File: src/rtl/fifo_rd_pkg.sv
// Shared definitions for the external-FIFO frame reader.
// Holds the reader FSM state encoding and the default geometry/timeout.
package fifo_rd_pkg;

  typedef enum logic [1:0] {
    IDLE  = 2'd0,
    READ  = 2'd1,
    DRAIN = 2'd2,
    DONE  = 2'd3
  } rd_state_e;

  localparam int unsigned DATA_W_DEF = 16;
  localparam int unsigned LEN_W_DEF  = 13;
  localparam int unsigned TMO_DEF    = 1023;

endpackage

File: src/rtl/fifo_rd_skid.sv
// Two-entry output buffer between the external FIFO and the host port.
// Ports:
//   clk, reset_n       clock, asynchronous active-low reset
//   push, push_data    write one word at the tail
//   pop                remove the head word
//   flush              discard all stored words (wins over push/pop)
//   head_data          current head word (held while not popped)
//   occupancy          number of stored words, 0..2
module fifo_rd_skid
  import fifo_rd_pkg::*;
#(
  parameter int unsigned DATA_W = DATA_W_DEF
) (
  input  logic              clk,
  input  logic              reset_n,
  input  logic              push,
  input  logic [DATA_W-1:0] push_data,
  input  logic              pop,
  input  logic              flush,
  output logic [DATA_W-1:0] head_data,
  output logic [1:0]        occupancy
);

  logic [DATA_W-1:0] mem0_q, mem0_d;
  logic [DATA_W-1:0] mem1_q, mem1_d;
  logic [1:0]        cnt_q, cnt_d;

  always_comb begin
    mem0_d = mem0_q;
    mem1_d = mem1_q;
    cnt_d  = cnt_q;
    if (flush) begin
      cnt_d = '0;
    end else begin
      if (pop && (cnt_q != 2'd0)) begin
        mem0_d = mem1_q;
        cnt_d  = cnt_q - 2'd1;
      end
      // Push lands after the pop has shifted, so a simultaneous push/pop
      // at occupancy 1 refills the head slot.
      if (push && (cnt_d != 2'd2)) begin
        if (cnt_d == 2'd0) begin
          mem0_d = push_data;
        end else begin
          mem1_d = push_data;
        end
        cnt_d = cnt_d + 2'd1;
      end
    end
  end

  always_ff @(posedge clk or negedge reset_n) begin
    if (!reset_n) begin
      mem0_q <= '0;
      mem1_q <= '0;
      cnt_q  <= '0;
    end else begin
      mem0_q <= mem0_d;
      mem1_q <= mem1_d;
      cnt_q  <= cnt_d;
    end
  end

  assign head_data = mem0_q;
  assign occupancy = cnt_q;

endmodule

File: src/rtl/fifo_reader.sv
// Reads a frame of frame_len words from an external synchronous FIFO and
// hands them to the host over a valid/ready port.
// Ports:
//   clk, reset_n          clock (also the FIFO RCLK), async active-low reset
//   data_ready            a frame is stored in the FIFO (level)
//   frame_len             words to read, sampled when the frame starts
//   abort                 one-cycle pulse, cancels the frame in READ/DRAIN
//   FIFO_EF, FIFO_Q       FIFO empty flag (0 = empty) and read data
//   FIFO_REN              FIFO read enable (0 = read), registered
//   rd_data, rd_valid     host word and its qualifier
//   rd_ready              host accepts the word
//   read_over             frame consumed (held until data_ready drops)
//   underrun              frame ended by stall timeout or abort
//   busy                  reader is not idle
module fifo_reader
  import fifo_rd_pkg::*;
#(
  parameter int unsigned DATA_W = DATA_W_DEF,
  parameter int unsigned LEN_W  = LEN_W_DEF,
  parameter int unsigned TMO    = TMO_DEF
) (
  input  logic              clk,
  input  logic              reset_n,
  input  logic              data_ready,
  input  logic [LEN_W-1:0]  frame_len,
  input  logic              abort,
  input  logic              FIFO_EF,
  input  logic [DATA_W-1:0] FIFO_Q,
  output logic              FIFO_REN,
  output logic [DATA_W-1:0] rd_data,
  output logic              rd_valid,
  input  logic              rd_ready,
  output logic              read_over,
  output logic              underrun,
  output logic              busy
);

  localparam int unsigned      ST_W       = (TMO > 1) ? $clog2(TMO + 1) : 1;
  localparam logic [ST_W-1:0]  STALL_LAST = ST_W'(TMO - 1);

  rd_state_e         state_q, state_d;
  logic [LEN_W-1:0]  rem_q, rem_d;
  logic [ST_W-1:0]   stall_q, stall_d;
  logic              ren_q, ren_d;
  logic              under_q, under_d;
  logic              push, pop, flush;
  logic [1:0]        occ;
  logic [2:0]        level;

  // The word strobed out this cycle is captured at the coming edge; a strobe
  // that meets an empty FIFO is ignored by the FIFO, so nothing is captured.
  assign push  = ~ren_q & FIFO_EF;
  assign pop   = rd_valid & rd_ready;
  // Buffer fill right after the coming edge; a new strobe is only safe if
  // its word will still find a free slot with the host stalled.
  assign level = {1'b0, occ} + {2'b00, push} - {2'b00, pop};

  always_comb begin
    state_d = state_q;
    rem_d   = rem_q;
    stall_d = '0;
    ren_d   = 1'b1;
    under_d = under_q;
    flush   = 1'b0;
    case (state_q)
      IDLE: begin
        if (data_ready) begin
          rem_d   = frame_len;
          under_d = 1'b0;
          state_d = (frame_len == '0) ? DONE : READ;
        end
      end
      READ: begin
        if (abort) begin
          flush   = 1'b1;
          under_d = 1'b1;
          rem_d   = '0;
          state_d = DONE;
        end else if ((rem_q != '0) && FIFO_EF) begin
          if (level < 3'd2) begin
            ren_d = 1'b0;
            rem_d = rem_q - LEN_W'(1);
            if (rem_q == LEN_W'(1)) begin
              state_d = DRAIN;
            end
          end
        end else if (rem_q != '0) begin
          if (stall_q == STALL_LAST) begin
            under_d = 1'b1;
            rem_d   = '0;
            state_d = DRAIN;
          end else begin
            stall_d = stall_q + ST_W'(1);
          end
        end else begin
          state_d = DRAIN;
        end
      end
      DRAIN: begin
        if (abort) begin
          flush   = 1'b1;
          under_d = 1'b1;
          state_d = DONE;
        end else if ((occ == 2'd0) && ren_q) begin
          state_d = DONE;
        end
      end
      DONE: begin
        if (!data_ready) begin
          state_d = IDLE;
        end
      end
      default: state_d = IDLE;
    endcase
  end

  always_ff @(posedge clk or negedge reset_n) begin
    if (!reset_n) begin
      state_q <= IDLE;
      rem_q   <= '0;
      stall_q <= '0;
      ren_q   <= 1'b1;
      under_q <= 1'b0;
    end else begin
      state_q <= state_d;
      rem_q   <= rem_d;
      stall_q <= stall_d;
      ren_q   <= ren_d;
      under_q <= under_d;
    end
  end

  fifo_rd_skid #(
    .DATA_W (DATA_W)
  ) u_skid (
    .clk       (clk),
    .reset_n   (reset_n),
    .push      (push),
    .push_data (FIFO_Q),
    .pop       (pop),
    .flush     (flush),
    .head_data (rd_data),
    .occupancy (occ)
  );

  assign FIFO_REN  = ren_q;
  assign rd_valid  = (occ != 2'd0);
  assign read_over = (state_q == DONE);
  assign underrun  = under_q;
  assign busy      = (state_q != IDLE);

endmodule

File: config.mk
export PLATFORM = sky130hd
export DESIGN_NAME = fifo_reader
export DESIGN_NICKNAME = d
export VERILOG_FILES = /design/src/rtl/fifo_rd_pkg.sv /design/src/rtl/fifo_rd_skid.sv /design/src/rtl/fifo_reader.sv
export SDC_FILE = /design/constraint.sdc
export NUM_CORES = 1
export LEC_CHECK = 0
export BUFFER_PORTS_ARGS = -buffer_cell sky130_fd_sc_hd__buf_2
export CORE_MARGIN = 4
export CORE_UTILIZATION = 30
export DETAILED_ROUTE_END_ITERATION = 10
export GPL_TIMING_DRIVEN = 0
export HOLD_SLACK_MARGIN = 0.05
export SYNTH_ARGS = -nofsm -noshare
export SYNTH_HDL_FRONTEND = slang
export SYNTH_HIERARCHICAL = 1
export SYNTH_SLANG_ARGS = --single-unit
File: constraint.sdc
create_clock -name clk -period 3.2 [get_ports clk]
set_clock_uncertainty 0.15 [all_clocks]
set_input_delay 0.96 -clock clk [delete_from_list [all_inputs] [get_ports clk]]
set_output_delay 0.96 -clock clk [all_outputs]
set_load 0.03 [all_outputs]
==> results.txt, run 1 <==
status = complete, but fails checks
failing checks = setup timing
leakage = 1.90 nW
# placed instances = 517
CP top delay family = simple AND/OR/NAND/NOR gates
Area growth syn-to-layout = 28.2%
Final setup violation count = 13
full die area = 0.0133 mm^2
post-layout power = 4.42 mW
initial antenna violation count = 0
crit path time final = 3330 ps
top post-synthesis cells by area = dfrtp_1 (44%), ha_1 (4.4%), mux2_4 (4.4%)
Hold Crit Start = u_skid/mem1_q[4]
worst flop-to-flop path startpoint = u_skid/occupancy[0]
number of enable flip-flop cells after synthesis = 0
vias in the first global route = 2934
Worst-Skew Late Latency = 330 ps
peak supply drop = 0.000605 V
final instance area = 0.00442 mm^2
Fill cells = 1101
DR iter-0 viols = 155
via count = 2793
Yosys reg bits = 61
I/O Buffers = 55
Reg2Reg Depth = 9
DR WL/cell = 16.3 um
placed instance area = 0.00396 mm^2
endpoints failing hold = 0
first-pass GRT wire length = 14.7 mm
PwrDens = 1000 mW/mm^2
dominant synthesized flop cell = dfrtp_1
Avg Cell Area, Syn = 10.8 um^2
Hold/Removal Path Class = flip-flop to flip-flop
largest net degree at the start of global routing = 37
RSZ-0062 raised after global routing = yes
Detailed Place HPWL = 6.04 mm
Tcrit/Tclk final = 104%
Initial Utilization = 31.3%
Crit Path Class = input port to flip-flop
Row Count = 38
pre-CTS setup slack = -544 ps
CP Capture Type = flip-flop
RR Endpoint = rem_q[9]
Tot GR Track Use = 14.0%
worst-path fanout max = 5
slew of the pin with the lowest slew margin = 877 ps
sequential element share of the synthesized area = 44.3%
synthesized area = 0.00345 mm^2
worst-path cell chain = buf_6 > and2_4 > ha_4 > or3_4 > fa_2 > nand2_2 > a221o_2 > or2_4 > o41a_1
Max Root-Sink Buffers = 2
post-synthesis cell type count = 58
cell taking the most area after synthesis = dfrtp_1
top-area cell type share of the netlist area = 43.5%
# DRC = 0
CTS tree = yes
Max H-tree Level = 3
nets = 441
most common cell after layout, fill and taps aside = dfrtp_1
clock root cell = clkbuf_16
Cells after Synth = 321
Routed WL = 8.77 mm
Via density = 5.19
Core Util, Final = 40.1%
routability cong. = 0.871
hold path depth = 1
syn_nets = 369
Slew HR = 41.5%
worst reg-to-reg setup slack = -70 ps
die span in x = 115 um
# IOs = 56
layout cell share with drive strength beyond 1 = 41.0%
Hold Path End = u_skid/mem1_q[4]
Final ANT Viol Nets = 0
Finished Layout Cells = 538
asr flop ratio synth = 100%
CTS clock-pin slew for the worst setup and hold paths = 60 ps
CP Data Arrival Time = 3390 ps
Core Region = 0.0110 mm^2
total number of yosys warnings = 6
worst setup margin = -133 ps
CTS Sinks = 61
Max Cap Violations = 0
largest stage delay on the critical path = 560 ps
Buf/Inv on CP = 1
Peak Freq = 0.300 GHz
drt pass-1 iters = 4
CP Data Required Time = 3260 ps
setup_tns = -995 ps
most frequent cells in the layout = dfrtp_1 (59), buf_2 (56), nor2_1 (22)
fin. max-slew vios = 0
gr ovfl total = 0
Antenna diodes = 0
critical path launch point type = input port
die height = 115 um
Hold WS = 350 ps
slowest CP cell = fa_2
number of CTS-inserted buffers = 9
==> metal layers <==
layer	vias to the layer above	share of wire, %	track usage (%)
met5	-	0	0
met2	84	45	21.0
met4	0	1.3	3.68
li1	1338	-	-
met3	14	8.6	5.89
met1	1357	45	18.6
==> cells by family (layout without fill, tap and decap cells) <==
logic type / Yosys count / after routing / share of synthesized area, %
AO/OA/AOI/OAI: 78 / 78 / 17.8
adder cells (fa/ha/maj): 13 / 13 / 4.93
XOR/XNOR: 10 / 10 / 2.54
multiplexers: 21 / 21 / 7.87
buffers and inverters: 33 / 110 / 4.53
AND/OR/NAND/NOR: 105 / 105 / 18.1
flip-flops: 61 / 61 / 44.3
==> final cells by class <==
type                       instances  area [um^2]  area share, %
multi-input combinational        227         1890           42.7
sequential                        61         1530           34.6
timing repair buffer              61          337           7.61
clock buffer                      10          229           5.18
tap                              140          175           3.96
buffer                            16          108           2.43
clock inverter                     6         95.1           2.15
inverter                          17         63.8           1.44
==> cells in the mapped netlist, drive strengths merged (3+ instances only) <==
master / number
or4: 3
nor2: 22
nor3: 10
o21ai: 12
nor2b: 3
nor3b: 3
nand2b: 4
clkbuf: 10
a41oi: 6
nand4: 5
nor4: 5
xor2: 7
o31ai: 10
nand2: 9
or3: 3
nand3: 9
a21oi: 14
and2: 3
mux2: 19
dfrtp: 60
ha: 12
a22oi: 3
xnor2: 3
inv: 16
o22ai: 3
buf: 6
or2: 19
o221a: 16
==> timing repair <==
| action | 4_1_cts | 5_1_grt |
|---|---|---|
| buffers inserted | 3 | 1 |
| hold endpoints to repair | 0 | 0 |
| resized for setup | 8 | 20 |
| gates cloned | 0 | 1 |
| hold buffers | 0 | 0 |
| setup endpoints to repair | 33 | 33 |
| pin swaps | 3 | 4 |
==> worst max path at each step <==
stage | start | to | cells after the start
CTS | rd_ready | rem_q[9] | 9
finish | rd_ready | rem_q[9] | 9
global placement | rd_ready | rem_q[8] | 11
detailed placement | rd_ready | rem_q[8] | 11
global route | rd_ready | rem_q[9] | 9
floorplan | rd_ready | rem_q[11] | 9
==> sequential cells by signal, indices dropped and copies added (netlist names) <==
register and flops:
u_skid/head_data 16, rem_q 13, underrun 1, state_q 2, u_skid/mem1_q 16, stall_q 10
FIFO_REN 1, u_skid/occupancy 2
==> report_power, final <==
part / total [mW] / switching, mW / internal [mW]
clock network: 1.07 / 0.379 / 0.689
logic: 2.06 / 1.17 / 0.886
registers: 1.30 / 0.225 / 1.07
Power figures use the tool's default switching activity.
==> inputs of run 2 (changes only) <==
Settings changed: CTS_CLUSTER_SIZE set to 24, PLACE_DENSITY set to 0.55.
==> run 2 against run 1 <==
  * Worst hold slack improved by 0.76 ps
  * Total power fell by 0.26%
  * Die area stayed put
  * Critical path depth is 2 higher
  * Core utilization rose by 0.10 points
  * Largest cell class unchanged
  * Wire length shrank 3.6%
  * First-iteration DRC count increased by 9.7%
  * The flow still finishes with violations (setup timing)
  * Maximum frequency grew 1.6%
  * Cell count rose by 0.93%
  * Global-route usage fell by 0.47 points
==> results.txt, run 2 (synthesized netlist as in run 1, its figures left out) <==
status = complete, but fails checks
failing checks = setup timing
nets = 446 (+1.1%)
RSZ-0062 raised after global routing = yes
switching power = 1.72 mW (-2.9%)
Hold Crit Start = u_skid/mem1_q[14]
vias in the first global route = 2911 (-0.78%)
Crit Path Class = input port to flip-flop
Slew HR = 46.2% (+4.7 points)
Peak Freq = 0.305 GHz (+1.6%)
CP Data Arrival Time = 3370 ps (-20 ps)
busiest grt layer = met2
grt met2 use = 19.6% (-1.4 points)
most common cell after layout, fill and taps aside = dfrtp_1
CP Data Required Time = 3290 ps (+30 ps)
Logic pwr share = 46.0% (-0.5 points)
Max H-tree Level = 3 (unchanged)
clock power share = 24.6% (+0.5 points)
worst-path fanout max = 10 (+5)
most frequent cells in the layout = dfrtp_1 (59), buf_2 (54), nor2_1 (22)
Fill cells = 1092 (-0.82%)
Final ANT Viol Nets = 0 (unchanged)
leakage = 1.93 nW (+1.3%)
Row Count = 38 (unchanged)
Initial Utilization = 31.3% (unchanged)
worst flop-to-flop path startpoint = u_skid/occupancy[1]
switching portion of total power = 39.1% (-1.1 points)
Reg power frac = 29.4% (about the same)
Tcrit/Tclk final = 103% (-1.6 points)
Final setup violation count = 12 (-1)
first-pass GRT wire length = 14.2 mm (-2.9%)
Area growth syn-to-layout = 28.5%
full die area = 0.0133 mm^2 (unchanged)
hold path depth = 1 (unchanged)
fin. max-slew vios = 0 (unchanged)
met3 GRT Util = 5.16% (-0.74 points)
met1 usage = 18.4% (-0.24 points)
slew of the pin with the lowest slew margin = 807 ps (-70.5 ps)
crit path time final = 3280 ps (-51.6 ps)
largest net degree at the start of global routing = 62 (+68%)
RR Endpoint = rem_q[8]
die span in x = 115 um (unchanged)
Hold Path End = u_skid/mem1_q[14]
worst setup margin = -81.2 ps (+51.6 ps)
# IOs = 56 (unchanged)
Hold WS = 350 ps (+0.761 ps)
CTS tree = yes
Multi-input gate area = 0.00186 mm^2 (-1.3%)
initial antenna violation count = 0 (unchanged)
critical path launch point type = input port
# DRC = 0 (unchanged)
layout cell share with drive strength beyond 1 = 40.2% (-0.76 points)
CTS Sinks = 61 (unchanged)
Hold/Removal Path Class = flip-flop to flip-flop
Reg2Reg Depth = 11 (+2)
Detailed Place HPWL = 5.79 mm (-4.1%)
Core Region = 0.0110 mm^2 (unchanged)
clock root cell = clkbuf_16
Max Root-Sink Buffers = 2 (unchanged)
Max Cap Violations = 0 (unchanged)
peak supply drop = 0.000473 V (-22%)
endpoints failing hold = 0 (unchanged)
routability cong. = 0.877 (+0.71%)
Int Power = 2.69 mW (+1.5%)
post-layout power = 4.41 mW (-0.26%)
Reg area = 0.00153 mm^2 (unchanged)
worst reg-to-reg setup slack = -10 ps (+60 ps)
drt pass-1 iters = 4 (unchanged)
PwrDens = 995 mW/mm^2 (-0.51%)
Antenna diodes = 0 (unchanged)
via count = 2807 (+0.50%)
die height = 115 um (unchanged)
CP Capture Type = flip-flop
Worst-Skew Late Latency = 330 ps (about the same)
DR WL/cell = 15.6 um (-4.5%)
gr ovfl total = 0 (unchanged)
I/O Buffers = 55 (unchanged)
CTS clock-pin slew for the worst setup and hold paths = 60 ps (about the same)
Routed WL = 8.46 mm (-3.6%)
DR iter-0 viols = 170 (+9.7%)
Tot GR Track Use = 13.5% (-0.47 points)
number of CTS-inserted buffers = 9 (unchanged)
Via density = 5.17 (-0.42%)
pre-CTS setup slack = -531 ps (+12.3 ps)
## run 2: layout make-up
type / count / share of cell area, %
multi-input combinational: 227 / 42.0
sequential: 61 / 34.5
timing repair buffer: 67 / 8.44
clock buffer: 11 / 5.70
tap: 140 / 3.95
buffer: 15 / 2.17
clock inverter: 5 / 1.83
inverter: 17 / 1.44
## run 2: critical path, cell delays in order
cell	delay, ps
buf_6	90
and2_4	130
ha_4	200
or3_4	380
fa_2	360
xnor2_2	170
nand2_2	80
a221o_1	370
or2_4	270
buf_4	180
o22ai_1	170
## run 2: how the worst max path moves through the flow
stage	start	endpoint	slack, ps	cells after the start
after global placement	rd_ready	rem_q[8]	-530	11
after CTS	rd_ready	rem_q[11]	-80	10
after floorplan	rd_ready	rem_q[11]	-270	9
final	rd_ready	rem_q[8]	-80	11
after global routing	rd_ready	rem_q[11]	-150	10
after detailed placement	rd_ready	rem_q[8]	-530	11
## run 2: power groups by stage
stage / sequential [mW] / combinational, mW / clock [mW]
3_3_place_gp: 1.30 / 1.82 / 0
3_5_place_dp: 1.30 / 1.84 / 0
5_1_grt: 1.35 / 2.23 / 1.15
2_1_floorplan: 1.49 / 1.17 / 0
6_report: 1.30 / 2.03 / 1.09
4_1_cts: 1.29 / 1.97 / 1.11
## run 2: what timing repair did
item | 4_1_cts | 5_1_grt
setup endpoints to repair | 33 | 35
setup buffers | 8 | 5
hold buffers | 0 | 0
pin swaps | 4 | 6
resized for setup | 6 | 13
## run 2: through the flow
| stage | cell area, um^2 | setup TNS (ps) | util (%) | std cells |
|---|---|---|---|---|
| 2_1_floorplan | 3490 | -2740 | - | 321 |
| 3_3_place_gp | 3940 | -13740 | 35.7 | 516 |
| 3_5_place_dp | 3940 | -14540 | 35.7 | 516 |
| 4_1_cts | 4360 | -813 | 39.5 | 540 |
| 5_1_grt | 4430 | -1630 | 40.2 | 543 |
| 6_report | 4430 | -643 | 40.2 | 543 |
## run 2: routing by layer
metal / up-vias / routed length (um)
li1: 1346 / -
met1: 1357 / 3960
met2: 93 / 3720
met3: 11 / 669
met4: 0 / 106
met5: - / 0
==> inputs of run 3 (changes only) <==
Settings changed: CORE_MARGIN 4 to not set.
==> run 3 against run 2 <==
  * The flow still finishes with violations (setup timing)
  * Via count fell by 0.25%
  * Largest power group unchanged
  * Largest cell class unchanged
  * Clock-buffer cell count did not move
  * Cell count fell by 1.3%
  * Critical path depth fell by 2
  * Sequential share of layout area rose by 0.55 points
  * Critical endpoint is now rem_q[9]
  * Maximum frequency rose by 0.68%
  * Highest routed layer unchanged
  * Flip-flop and latch count did not move
  * Wire length fell by 1.6%
  * Design area fell by 1.6%
==> results.txt, run 3 (synthesized netlist as in run 1, its figures left out) <==
status = complete, but fails checks
failing checks = setup timing
number of CTS-inserted buffers = 9 (unchanged)
Reg2Reg Depth = 9 (-2)
initial antenna violation count = 0 (unchanged)
Critical Path Source = rd_ready
# DRC = 0 (unchanged)
post-layout power = 4.32 mW (-2.0%)
full die area = 0.0119 mm^2 (-10%)
placed instance area = 0.00394 mm^2 (unchanged)
Worst-Skew Late Latency = 330 ps (about the same)
die height = 109 um (-5.2%)
CP Capture Type = flip-flop
largest net degree at the start of global routing = 62 (unchanged)
CP Data Required Time = 3250 ps (-40 ps)
hold path depth = 1 (unchanged)
worst-path fanout max = 4 (-6)
Peak Freq = 0.307 GHz (+0.68%)
# IOs = 56 (unchanged)
worst-path cell chain = buf_6 > and2_4 > ha_4 > or3_4 > fa_2 > nand2_2 > a221o_1 > or2_4 > o41a_1
fin. max-slew vios = 0 (unchanged)
Hold/Removal Path Class = flip-flop to flip-flop
Row Count = 38 (unchanged)
final instance area = 0.00436 mm^2 (-1.6%)
RR Endpoint = rem_q[9]
worst reg-to-reg setup slack = 20 ps (+30 ps)
leakage = 1.88 nW (-2.4%)
I/O Buffers = 55 (unchanged)
most common cell after layout, fill and taps aside = dfrtp_1
slew of the pin with the lowest slew margin = 799 ps (-7.81 ps)
Via density = 5.22 (+1.1%)
Routed WL = 8.32 mm (-1.6%)
routability cong. = 0.821 (-6.3%)
Hold Crit Start = u_skid/mem1_q[4]
first-pass GRT wire length = 13.6 mm (-4.4%)
CP Data Arrival Time = 3310 ps (-60 ps)
Fill cells = 1110 (+1.6%)
critical path launch point type = input port
CTS Sinks = 61 (unchanged)
die span in x = 109 um (-5.2%)
CTS tree = yes
Area growth syn-to-layout = 26.5%
RSZ-0062 raised after global routing = yes
drt pass-1 iters = 4 (unchanged)
Antenna diodes = 0 (unchanged)
Max Root-Sink Buffers = 2 (unchanged)
Core Region = 0.0110 mm^2 (unchanged)
crit path time final = 3260 ps (-22.2 ps)
worst setup margin = -59.1 ps (+22.2 ps)
nets = 440 (-1.3%)
Initial Utilization = 31.3% (unchanged)
Max H-tree Level = 3 (unchanged)
peak supply drop = 0.000475 V (+0.30%)
Slew HR = 46.7% (+0.52 points)
layout cell share with drive strength beyond 1 = 38.6% (-1.6 points)
Crit Path Class = input port to flip-flop
Max Cap Violations = 0 (unchanged)
Finished Layout Cells = 536 (-1.3%)
setup_tns = -245 ps (+398 ps)
Hold Path End = u_skid/mem1_q[4]
endpoints failing hold = 0 (unchanged)
PwrDens = 990 mW/mm^2 (-0.47%)
CTS clock-pin slew for the worst setup and hold paths = 50 ps (about the same)
# placed instances = 516 (unchanged)
gr ovfl total = 0 (unchanged)
DR WL/cell = 15.5 um (-0.34%)
worst flop-to-flop path startpoint = u_skid/occupancy[1]
largest stage delay on the critical path = 550 ps (+170 ps)
clock root cell = clkbuf_16
Final ANT Viol Nets = 0 (unchanged)
slowest CP cell = fa_2
vias in the first global route = 2770 (-4.8%)
Tot GR Track Use = 15.0% (+1.5 points)
Tcrit/Tclk final = 102% (-0.69 points)
via count = 2800 (-0.25%)
Final setup violation count = 10 (-2)
most frequent cells in the layout = dfrtp_1 (59), buf_2 (54), nor2_1 (22)
Detailed Place HPWL = 5.57 mm (-3.8%)
DR iter-0 viols = 93 (-45%)
## run 3: cell types whose count changed in the layout (fill, tap and decap cells not counted), sizes merged
cell    delta
clkbuf     +1
buf        -7
inv        -1
## run 3: cell type report
type / count / area (um^2) / share of cell area (%)
multi-input combinational: 227 / 1860 / 42.5
sequential: 61 / 1530 / 35.0
timing repair buffer: 60 / 322 / 7.37
clock buffer: 11 / 243 / 5.56
tap: 140 / 175 / 4.01
buffer: 16 / 104 / 2.38
clock inverter: 4 / 72.6 / 1.66
inverter: 17 / 63.8 / 1.46
## run 3: what timing repair did
action	4_1_cts	5_1_grt
buffers inserted	5	0
gates resized for setup	9	10
hold buffers	0	0
endpoints found under the setup margin	33	34
pin swaps	3	3
## run 3: worst max-delay path by stage
stage,to,slack [ps],depth (start not counted)
5_1_grt,rem_q[7],-100,11
6_report,rem_q[9],-60,9
3_5_place_dp,rem_q[8],-570,11
3_3_place_gp,rem_q[8],-540,11
2_1_floorplan,rem_q[11],-270,9
4_1_cts,rem_q[9],-80,9
## run 3: metal layers
layer	wire [um]	GRT usage [%]	up-vias
li1	-	-	1336
met5	0	0	-
met3	619	5.44	6
met1	3880	19.5	1374
met4	81	5.24	0
met2	3740	22.9	84
## run 3: power breakdown
group          internal [mW]  leakage (nW)  switching [mW]  total, mW
Sequential              1.07         0.776           0.219       1.29
Combinational          0.864         0.953            1.13       1.99
Clock                  0.697         0.152           0.343       1.04
Total                   2.63          1.88            1.69       4.32
## run 3: per-stage QoR
step / util, % / worst slack, ps / hold slack (ps)
after floorplan: - / -272 / 323
after global placement: 35.7 / -540 / 332
after detailed placement: 35.7 / -573 / 340
after CTS: 39.2 / -81.5 / 352
after global routing: 39.6 / -104 / 357
final: 39.6 / -59.1 / 349
## run 3: critical path: cells and delay by family
kind,cells,cell delay [ps]
AO/OA/AOI/OAI,2,670
AND/OR/NAND/NOR,4,840
buffers and inverters,1,90
adder cells (fa/ha/maj),2,750
